[src/rtl/weight_sp_gen.sv]
// weight_sp_gen: serial weight transmitter.
// A weight N is sent as N back-to-back segments of 2^CNT_W ones followed by
// GAP_LEN zero cycles. The downstream spike-count decoder recovers N by
// counting complete segments.
//
// Handshake: a weight is taken on a rising edge where w_valid, w_ready and
// sys_en are all high. w_ready is high only in IDLE; w_valid and w_data are
// ignored at every other time, and w_data may change freely after acceptance.
module weight_sp_gen #(
  parameter int CNT_W   = 7,
  parameter int GAP_LEN = 2
) (
  input  logic       sys_clk,
  input  logic       rst_n,
  input  logic       sys_en,
  input  logic       w_valid,
  input  logic [7:0] w_data,
  output logic       w_ready,
  output logic       data_out,
  output logic       sp_col,
  output logic       done,
  output logic [1:0] state_dbg
);

  typedef enum logic [1:0] {
    IDLE = 2'd0,
    SEND = 2'd1,
    GAP  = 2'd2
  } state_t;

  localparam logic [CNT_W-1:0] BIT_LAST = '1;
  localparam logic [3:0]       GAP_LAST = 4'(GAP_LEN - 1);

  state_t           state;
  logic [7:0]       seg_cnt;
  logic [CNT_W-1:0] bit_cnt;
  logic [3:0]       gap_cnt;

  // Transfer FSM with its counters; done is a one-cycle pulse that clears on
  // the next edge whether or not sys_en is high.
  always_ff @(posedge sys_clk or negedge rst_n) begin
    if (!rst_n) begin
      state   <= IDLE;
      seg_cnt <= 8'd0;
      bit_cnt <= '0;
      gap_cnt <= 4'd0;
      done    <= 1'b0;
    end else begin
      done <= 1'b0;
      if (sys_en) begin
        case (state)
          IDLE: begin
            if (w_valid) begin
              seg_cnt <= w_data;
              bit_cnt <= '0;
              gap_cnt <= 4'd0;
              // A zero weight skips straight to the gap so done still fires.
              state   <= (w_data != 8'd0) ? SEND : GAP;
            end
          end
          SEND: begin
            bit_cnt <= bit_cnt + 1'b1;
            if (bit_cnt == BIT_LAST) begin
              seg_cnt <= seg_cnt - 8'd1;
              if (seg_cnt == 8'd1) begin
                state   <= GAP;
                gap_cnt <= 4'd0;
              end
            end
          end
          GAP: begin
            gap_cnt <= gap_cnt + 4'd1;
            if (gap_cnt == GAP_LAST) begin
              state <= IDLE;
              done  <= 1'b1;
            end
          end
          default: state <= IDLE;
        endcase
      end
    end
  end

  // Outputs decode directly from state so reset drops data_out at once.
  always_comb begin
    w_ready   = (state == IDLE);
    data_out  = (state == SEND);
    sp_col    = (state == SEND) && (bit_cnt == BIT_LAST);
    state_dbg = state;
  end

endmodule

[config.mk]
export PLATFORM = sky130hd
export DESIGN_NAME = weight_sp_gen
export DESIGN_NICKNAME = d
export VERILOG_FILES = /design/src/rtl/weight_sp_gen.sv
export SDC_FILE = /design/constraint.sdc
export NUM_CORES = 1
export LEC_CHECK = 0
export ABC_AREA = 0
export CELL_PAD_IN_SITES_DETAIL_PLACEMENT = 0
export CELL_PAD_IN_SITES_GLOBAL_PLACEMENT = 1
export CORE_MARGIN = 2
export CORE_UTILIZATION = 29
export CTS_CLUSTER_SIZE = 24
export DETAILED_ROUTE_END_ITERATION = 12
export MAX_ROUTING_LAYER = met4
export PLACE_DENSITY_LB_ADDON = 0.1
export SLEW_MARGIN = 20
export SYNTH_ARGS = -nofsm -noshare
export SYNTH_HDL_FRONTEND = slang
export SYNTH_SLANG_ARGS = --single-unit
[constraint.sdc]
create_clock -name sys_clk -period 1.9 [get_ports sys_clk]
set_input_delay 0.38 -clock sys_clk [delete_from_list [all_inputs] [get_ports sys_clk]]
set_output_delay 0.38 -clock sys_clk [all_outputs]
set_load 0.1 [all_outputs]
# Yosys cells after proc, flatten, opt, wreduce, memory -nomap -nowiden
# Index checks and enable logic that the tools add are counted.
[totals]
reg_bits = 22
in_bits = 12
output_inout_bits = 6
wordCells = 44
[op_classes]
addsub = 3
n_eq_ne = 9
muxes = 18
reduce_logical = 9
[ops]
columns = ["operator", "count"]
rows = [
  ["8-bit 2-to-1 mux", 2],
  ["8-bit case mux with 2 select lines", 1],
  ["7-bit case mux with 2 select lines", 1],
  ["4-bit 2-to-1 mux", 3],
  ["4-bit case mux with 3 select lines", 1],
  ["2-bit 2-to-1 mux", 5],
  ["5-bit AND reduction", 2],
  ["8-bit by 1-bit equality test with 1-bit output (second input constant)", 1],
  ["8-bit nonzero test", 1],
  ["8-bit by 1-bit subtractor with 8-bit output (second input constant)", 1],
  ["7-bit by 1-bit adder with 7-bit output (second input constant)", 1],
  ["7-bit equality test (second input constant)", 1],
  ["7-bit 2-to-1 mux", 1],
  ["2-bit case mux with 3 select lines", 1],
  ["4-bit by 1-bit adder with 4-bit output (second input constant)", 1],
  ["4-bit by 1-bit equality test with 1-bit output (second input constant)", 1],
  ["2-bit by 1-bit != test with 1-bit output (second input constant)", 2],
  ["2-bit != test (second input constant)", 2],
  ["4-bit AND reduction", 1],
  ["1-bit 2-to-1 mux", 3],
  ["3-bit AND reduction", 1],
  ["3-bit nonzero test", 1],
  ["2-bit by 1-bit equality test with 1-bit output (second input constant)", 1],
  ["2-bit equality test (second input constant)", 1],
  ["3 further kinds", 3],
]

# Depth between registers and ports, before layout
# Gate-level depths: netlist (run 1).
[logic_depth]
depth_word = 4
mapped_depth = 6
mapped_depth_nobuf = 6

# Least setup slack after synthesis (run 1)
# OpenSTA, ideal clock, no wires.
[synth_timing]
kind = "register to output"
from = "register state[0], in the netlist state_dbg[0]"
to = "output sp_col"
arrival_ns = 2.701
required_ns = 1.520
setup_slack_ns = -1.181
stages_incl_launch_ff = 5
path_buffers = 2
cell_sequence = "dfrtp_1 > nand2b_1 > buf_2 > buf_2 > nor2_1"
[synth_between]
elab_chain_len = 2
[synth_lines]
columns = ["element", "line_no", "source"]
rows = [
  ["from (decl)", "34", "state_t state;"],
  ["from (signal assigned)", "58", "state <= (w_data != 8'd0) ? SEND : GAP;"],
  ["2-bit by 1-bit equality test with 1-bit output", "88", "sp_col = (state == SEND) && (bit_cnt == BIT_LAST);"],
  ["1-bit logical AND", "88", ""],
  ["to (decl)", "20", "output logic sp_col,"],
]
# Every way passes these cells.

# Final worst setup path (run 1)
[layout_timing]
from = "register bit_cnt[0]"
to = "output sp_col"
[layout_between]
elab_chain_len = 2
[layout_lines]
columns = ["element", "line_no", "source"]
rows = [
  ["from (decl)", "36", "logic [CNT_W-1:0] bit_cnt;"],
  ["from (signal assigned)", "62", "bit_cnt <= bit_cnt + 1'b1;"],
  ["7-bit equality test", "88", ""],
  ["1-bit logical AND", "88", ""],
]
# Every way passes these cells.

==> impl_metrics.yaml, run 1 <==
logic_synthesis:
  synth_top_area_share_pct: 41.2
  post_synth_main_area_contributors: "sky130_fd_sc_hd__dfrtp_1 (41%), sky130_fd_sc_hd__ha_1 (4.7%), sky130_fd_sc_hd__a21oi_1 (3.7%), sky130_fd_sc_hd__mux2i_1 (3.7%), sky130_fd_sc_hd__o21ai_0 (3.7%)"
  yosys.area.top_type: "sky130_fd_sc_hd__dfrtp_1"
  synthesis.instances: 146
  synth_fp_nets: 163
  netlist_area_mm2: 0.00134
  synth.yosys.seq_area_share_pct: 41.2
  synthFlopType: "sky130_fd_sc_hd__dfrtp_1"
  synth.avg_cell_area_um2: 9.14
  synthArstFlopShare_pct: 100
  edff_count_synth: 0
  netlist-cell-type-count: 39
  postSynthRegisterBits: 22
  yosys_warnings: 0
global_route:
  via_count_of_the_first_global_routing_pass: 1297
  grt-ovfl-total: 0
  grt_pass1_wl_mm: 6.47
  grt_util_all_layers_pct: 16.3
  grt_max_degree: 23
  antenna_found_initial: 0
timing:
  holdWs_ps: 465
  setup_viol_count_final: 1
  slew_headroom_pct: 67.5
  fin_tns_setup_ps: -72.9
  clock_period_minus_final_worst_setup_slack_ps: 1970
  final_min_period_over_clock_period_pct: 104
  worstMarginPinSlew_ps: 484
  final-hold-violation-count: 0
  setup_repair_after_global_routing_missed_its_margin: "yes"
  achievable-frequency_ghz: 0.507
  maxSlewViolCount: 0
  worst_clock_skew_ps: 1.51
  post_route_worst_setup_slack_ps: -72.9
finish:
  final_net_count: 196
  final_layout_size_suffix_gt1_share_pct: 23.0
  area_growth_syn_to_layout_pct: 36.9
  antennaDiodeCount: 0
floorplan:
  fp.dieW_um: 71.9
  floorplan_die_height_um: 71.9
  start_util_pct: 30.5
  design.portCount: 18
  core_area_mm2: 0.00438
  placementRows: 24
  design.die.area_mm2: 0.00516
setup_path:
  reg2reg_setup_slack_ps: 180
  crit_required_ps: 1520
  critical_path_class: "reg -> out"
  cp-startpoint: "bit_cnt[0]"
  worstReg2RegStart: "seg_cnt[0]"
  crit_path_max_fanout: 2
  critPathCaptureType: "output pin"
  cp-start-kind: "flip-flop"
  cp.arrival_ps: 1590
place:
  gpl.final_weighted_congestion: 0.781
  port_buffers: 17
  hpwl_mm: 2.70
run_status:
  failed_checks: "setup timing"
  run_status: "complete, but fails checks"
drt:
  wl_per_cell_um: 15.9
  drt_drc_violations_left: 0
  drt_antenna_net_count: 0
  drtIter0Drc: 47
  route.vias.total: 1215
  postRouteWirelength_mm: 3.66
  viasPerCell: 5.28
  drt-pass1-iter-count: 4
clocking:
  clock_sinks: 22
  tritoncts: "built"
  cts_h_tree_depth: 1
  worst_setup_hold_path_clk_slew_ps: 90
  worstSkewPairLatency_ps: 260
  max-clock-path-buffers: 2
  numCtsBuffers: 3
  cts-root-buf: "sky130_fd_sc_hd__clkbuf_8"
power:
  maximum_vdd_drop_v: 0.000603
  power_density_mw_per_mm2: 1580
  power_leakage_uw: 0.000751
min_path:
  hp-class: "in -> async"
job:
  max_cap_viol_count: 0
-- worst max-delay path: stages (launching register included) --
cell and delay (ps):
sky130_fd_sc_hd__dfrtp_1 400, sky130_fd_sc_hd__ha_4 160, sky130_fd_sc_hd__nand3_4 70, sky130_fd_sc_hd__or3_4 400, sky130_fd_sc_hd__nor2_4 110, sky130_fd_sc_hd__buf_12 180
-- path summary, 6_finish.rpt --
check / end / cells after the start
min in group sys_clk: bit_cnt[6] / 1
setup / recovery: sp_col / 5
setup reg to reg: seg_cnt[6] / 6
hold / removal: bit_cnt[4] / 2
hold reg to reg: bit_cnt[6] / 1
max in group asynchronous: state_dbg[0] / 2
-- power by group --
group | switching (µW) | internal (µW) | leakage, µW
logic | 890 | 709 | 0.000462
registers | 260 | 672 | 0.000261
clock network | 164 | 185 | 0.0000288
total | 1310 | 1570 | 0.000751
-- final cells by class --
| cell class | instances | area, µm² |
|---|---|---|
| Fill cell | 432 | 2560 |
| Clock buffer | 4 | 55.1 |
| Tap cell | 52 | 65.1 |
| Sequential cell | 22 | 558 |
| Multi-Input combinational cell | 109 | 774 |
| Timing Repair Buffer | 32 | 330 |
| Inverter | 11 | 45.0 |
-- state kept, by name, indices dropped and copies added, names as in the netlist --
register	flops
state_dbg	2
gap_cnt	4
done	1
seg_cnt	8
bit_cnt	7
-- cells in the mapped netlist, drive strengths merged, types with 2 or more instances --
cell type  number
mux2i           5
or3             2
nand3           7
o2bb2ai         4
nor3            6
nand2          10
o211ai          2
o21ai          13
nor2            9
nor4            6
nand3b          2
nor2b           2
ha              5
buf             4
o31ai           2
dfrtp          22
inv            11
a21oi          10
a22o            2
or3b            2
nand4           3
a31oi           2
o22ai           3
nand2b          2
-- placed cells by master, fill, tap and decap left out, types with 2 or more instances in the layout --
cell type,synthesis,final
sky130_fd_sc_hd__nor4_2,2,2
sky130_fd_sc_hd__dfrtp_4,0,2
sky130_fd_sc_hd__mux2i_1,5,5
sky130_fd_sc_hd__a21oi_1,10,9
sky130_fd_sc_hd__a22o_1,2,2
sky130_fd_sc_hd__clkbuf_8,0,4
sky130_fd_sc_hd__buf_4,0,16
sky130_fd_sc_hd__o21ai_1,3,3
sky130_fd_sc_hd__nand3b_1,2,2
sky130_fd_sc_hd__o211ai_1,2,2
sky130_fd_sc_hd__nor3_1,6,6
sky130_fd_sc_hd__o2bb2ai_1,4,4
sky130_fd_sc_hd__clkdlybuf4s50_1,0,11
sky130_fd_sc_hd__nand4_1,3,3
sky130_fd_sc_hd__nor2_4,0,2
sky130_fd_sc_hd__inv_1,11,10
sky130_fd_sc_hd__o31ai_1,2,2
sky130_fd_sc_hd__o21ai_0,10,10
sky130_fd_sc_hd__nand2_1,9,9
sky130_fd_sc_hd__o22ai_1,2,2
sky130_fd_sc_hd__buf_12,0,5
sky130_fd_sc_hd__nor4_1,4,4
sky130_fd_sc_hd__a31oi_1,2,2
sky130_fd_sc_hd__nor2_1,9,7
sky130_fd_sc_hd__dfrtp_1,22,20
sky130_fd_sc_hd__nor2b_1,2,2
sky130_fd_sc_hd__ha_1,5,4
sky130_fd_sc_hd__or3b_1,2,2
sky130_fd_sc_hd__nand3_1,6,6
-- layer usage --
metal,up-vias,routed length (µm),global-route usage [%]
li1,614,-,-
met1,584,1870,22.7
met2,13,1680,25.0
met3,4,78,2.25
met4,0,32,4.40
met5,-,0,-
-- metrics by stage --
step           cell area (µm²)  total power (µW)  util (%)  setup slack [ps]  std cells
3_5_place_dp              1720              2430      39.2               106        220
4_1_cts                   1820              2880      41.5             -88.1        229
5_1_grt                   1830              3110      41.7              -134        230
3_3_place_gp              1720              2410      39.2               115        220
6_report                  1830              2880      41.7             -72.9        230
2_1_floorplan             1400              1990         -             -56.1        146
-- kinds of logic after synthesis --
| logic type | Yosys count | synth area share (%) |
|---|---|---|
| and+or+nand+nor | 53 | 22.6 |
| buffers and inverters | 15 | 4.59 |
| muxes | 5 | 3.75 |
| adders and majority gates | 5 | 4.69 |
| DFF | 22 | 41.2 |
| AOI/OAI and AO/OA | 46 | 23.1 |
-- timing repair --
item                       in CTS  in global routing
cloned                          0                  0
gates resized for setup         1                  0
setup endpoints to repair       2                  1
hold buffers                    0                  0
buffers inserted                5                  1
pin swaps                       2                  0
Power figures use the tool's default switching activity.
==> run 2, diff against run 1 <==
==> constraint.sdc (replaced) <==
create_clock -name sys_clk -period 1.9 [get_ports sys_clk]
set_input_delay 0.38 -clock sys_clk [delete_from_list [all_inputs] [get_ports sys_clk]]
set_output_delay 0.38 -clock sys_clk [all_outputs]
set_load 0.005 [all_outputs]
==> run 2 against run 1 <==
  * Sequential power is 6.9% lower
  * Utilization down 0.26 points
  * Combinational power decreased by 14%
  * Sequential share of layout area decreased by 0.16 points
  * Non-clock buffer count increased by 8
  * Global-route usage decreased by 0.076 points
  * The flow now finishes without violations
  * First-iteration DRC count shrank 4.3%
  * Critical endpoint unchanged
  * Via count increased by 6.3%
  * Register-to-register slack barely moved
  * Maximum frequency increased by 5.5%
  * Sequential cell count unchanged
==> impl_metrics.yaml, run 2 (same netlist as run 1, synthesis figures left out) <==
run_status:
  run_status: "completed"
timing:
  holdWs_ps: 466
  final_min_period_over_clock_period_pct: 98.4
  setup_viol_count_final: 0
  worstMarginPinSlew_ps: 622
  clock_period_minus_final_worst_setup_slack_ps: 1870
  achievable-frequency_ghz: 0.535
  final-hold-violation-count: 0
  worst_clock_skew_ps: 1.93
  maxSlewViolCount: 0
  post_route_worst_setup_slack_ps: 30.3
  setup_repair_after_global_routing_missed_its_margin: "yes"
  slew_headroom_pct: 58.2
place:
  port_buffers: 17
  pre_cts_slack_ps: -157
  hpwl_mm: 2.73
  gpl.final_weighted_congestion: 0.800
  placed_cell_area_mm2: 0.00170
floorplan:
  fp.dieW_um: 71.9
  design.die.area_mm2: 0.00516
  design.portCount: 18
  core_area_mm2: 0.00438
  placementRows: 24
  floorplan_die_height_um: 71.9
  start_util_pct: 30.5
finish:
  largest_registers: "seg_cnt: 8 flops, bit_cnt: 7 flops, gap_cnt: 4 flops"
  layout_common_cells: "sky130_fd_sc_hd__buf_4 (22), sky130_fd_sc_hd__dfrtp_1 (21), sky130_fd_sc_hd__clkdlybuf4s50_1 (16)"
  post-route-util_pct: 41.4
  regArea_um2: 552
  area_growth_syn_to_layout_pct: 36.1
  final_layout_size_suffix_gt1_share_pct: 22.6
  largest_reg_flops: 8
  registers.top_by_ff_count: "seg_cnt"
  final_net_count: 204
  antennaDiodeCount: 0
  n_fill_cell: 441
  multi_input_comb_area_um2: 753
  mostFrequentLayoutCell: "sky130_fd_sc_hd__buf_4"
  finish.instance_area_mm2: 0.00182
clocking:
  worstSkewPairLatency_ps: 260
  worst_setup_hold_path_clk_slew_ps: 80
  numCtsBuffers: 3
  tritoncts: "built"
  cts_h_tree_depth: 1
  max-clock-path-buffers: 2
  cts-root-buf: "sky130_fd_sc_hd__clkbuf_8"
  clock_sinks: 22
global_route:
  antenna_found_initial: 0
  grt_util_all_layers_pct: 16.2
  grt_pass1_wl_mm: 6.33
  grt-ovfl-total: 0
  grt_max_degree: 23
  via_count_of_the_first_global_routing_pass: 1363
power:
  combinationalPowerShare_pct: 53.1
  p_int_uw: 1550
  power_density_mw_per_mm2: 1430
  maximum_vdd_drop_v: 0.000398
  pwr-share-seq_pct: 33.6
  total_power_uw: 2590
  power_frac_clock_pct: 13.3
  power.switching_uw: 1040
  power_leakage_uw: 0.000769
  switching_share_pct: 40.2
drt:
  drtIter0Drc: 45
  postRouteWirelength_mm: 3.73
  route.vias.total: 1291
  drt_antenna_net_count: 0
  wl_per_cell_um: 15.7
  viasPerCell: 5.42
  drt-pass1-iter-count: 4
  drt_drc_violations_left: 0
setup_path:
  critical_path_class: "reg -> out"
  cp.arrival_ps: 1490
  cp-start-kind: "flip-flop"
  crit_required_ps: 1520
  reg2regPathDepth: 6
  reg2reg_setup_slack_ps: 190
  worstReg2RegEnd: "gap_cnt[1]"
  worstReg2RegStart: "bit_cnt[1]"
  critPathCaptureType: "output pin"
  crit_path_max_fanout: 2
min_path:
  hp-class: "in -> async"
job:
  max_cap_viol_count: 0
[run 2: worst max-delay path: stages, from the launching register on]
cell and delay [ps]:
sky130_fd_sc_hd__dfrtp_1 360, sky130_fd_sc_hd__ha_2 190, sky130_fd_sc_hd__nand3_2 80, sky130_fd_sc_hd__or3_4 390, sky130_fd_sc_hd__nor2_4 90, sky130_fd_sc_hd__buf_2 110
[run 2: repair_timing]
action / CTS / global route
setup endpoints to repair: 3 / 3
gates cloned: 0 / 0
hold buffers: 0 / 0
pin swaps: 4 / 3
buffers inserted: 1 / 4
gates resized for setup: 10 / 4
[run 2: stage by stage]
stage / std cells / TNS (ps)
detailed placement: 229 / -157
CTS: 234 / -76.7
floorplan: 146 / 0
global placement: 229 / -141
global route: 238 / -52.4
finish: 238 / 0
[run 2: power groups by stage]
stage / logic, µW / registers (µW) / clock network (µW)
after global placement: 1250 / 859 / 0
after floorplan: 781 / 851 / 0
final: 1380 / 869 / 345
after global routing: 1550 / 904 / 378
after CTS: 1300 / 860 / 358
after detailed placement: 1260 / 866 / 0
[run 2: how the worst max path moves through the flow]
| stage | startpoint | endpoint |
|---|---|---|
| global route | bit_cnt[1] | sp_col |
| finish | bit_cnt[1] | sp_col |
| global placement | bit_cnt[0] | sp_col |
| detailed placement | bit_cnt[1] | sp_col |
| floorplan | gap_cnt[1] | state_dbg[1] |
| CTS | bit_cnt[1] | sp_col |
[run 2: cell type report]
| class | instances | area share [%] |
|---|---|---|
| Sequential cell | 22 | 30.4 |
| Multi-Input combinational cell | 109 | 41.5 |
| Timing Repair Buffer | 40 | 19.3 |
| Tap cell | 52 | 3.58 |
| Inverter | 11 | 2.27 |
| Clock buffer | 4 | 3.03 |
[run 2: per-layer routing]
layer | track usage (%) | vias up | routed length (µm)
li1 | - | 631 | -
met1 | 20.1 | 636 | 1780
met2 | 27.1 | 22 | 1810
met3 | 2.25 | 2 | 104
met4 | 5.87 | 0 | 26
met5 | - | - | 0
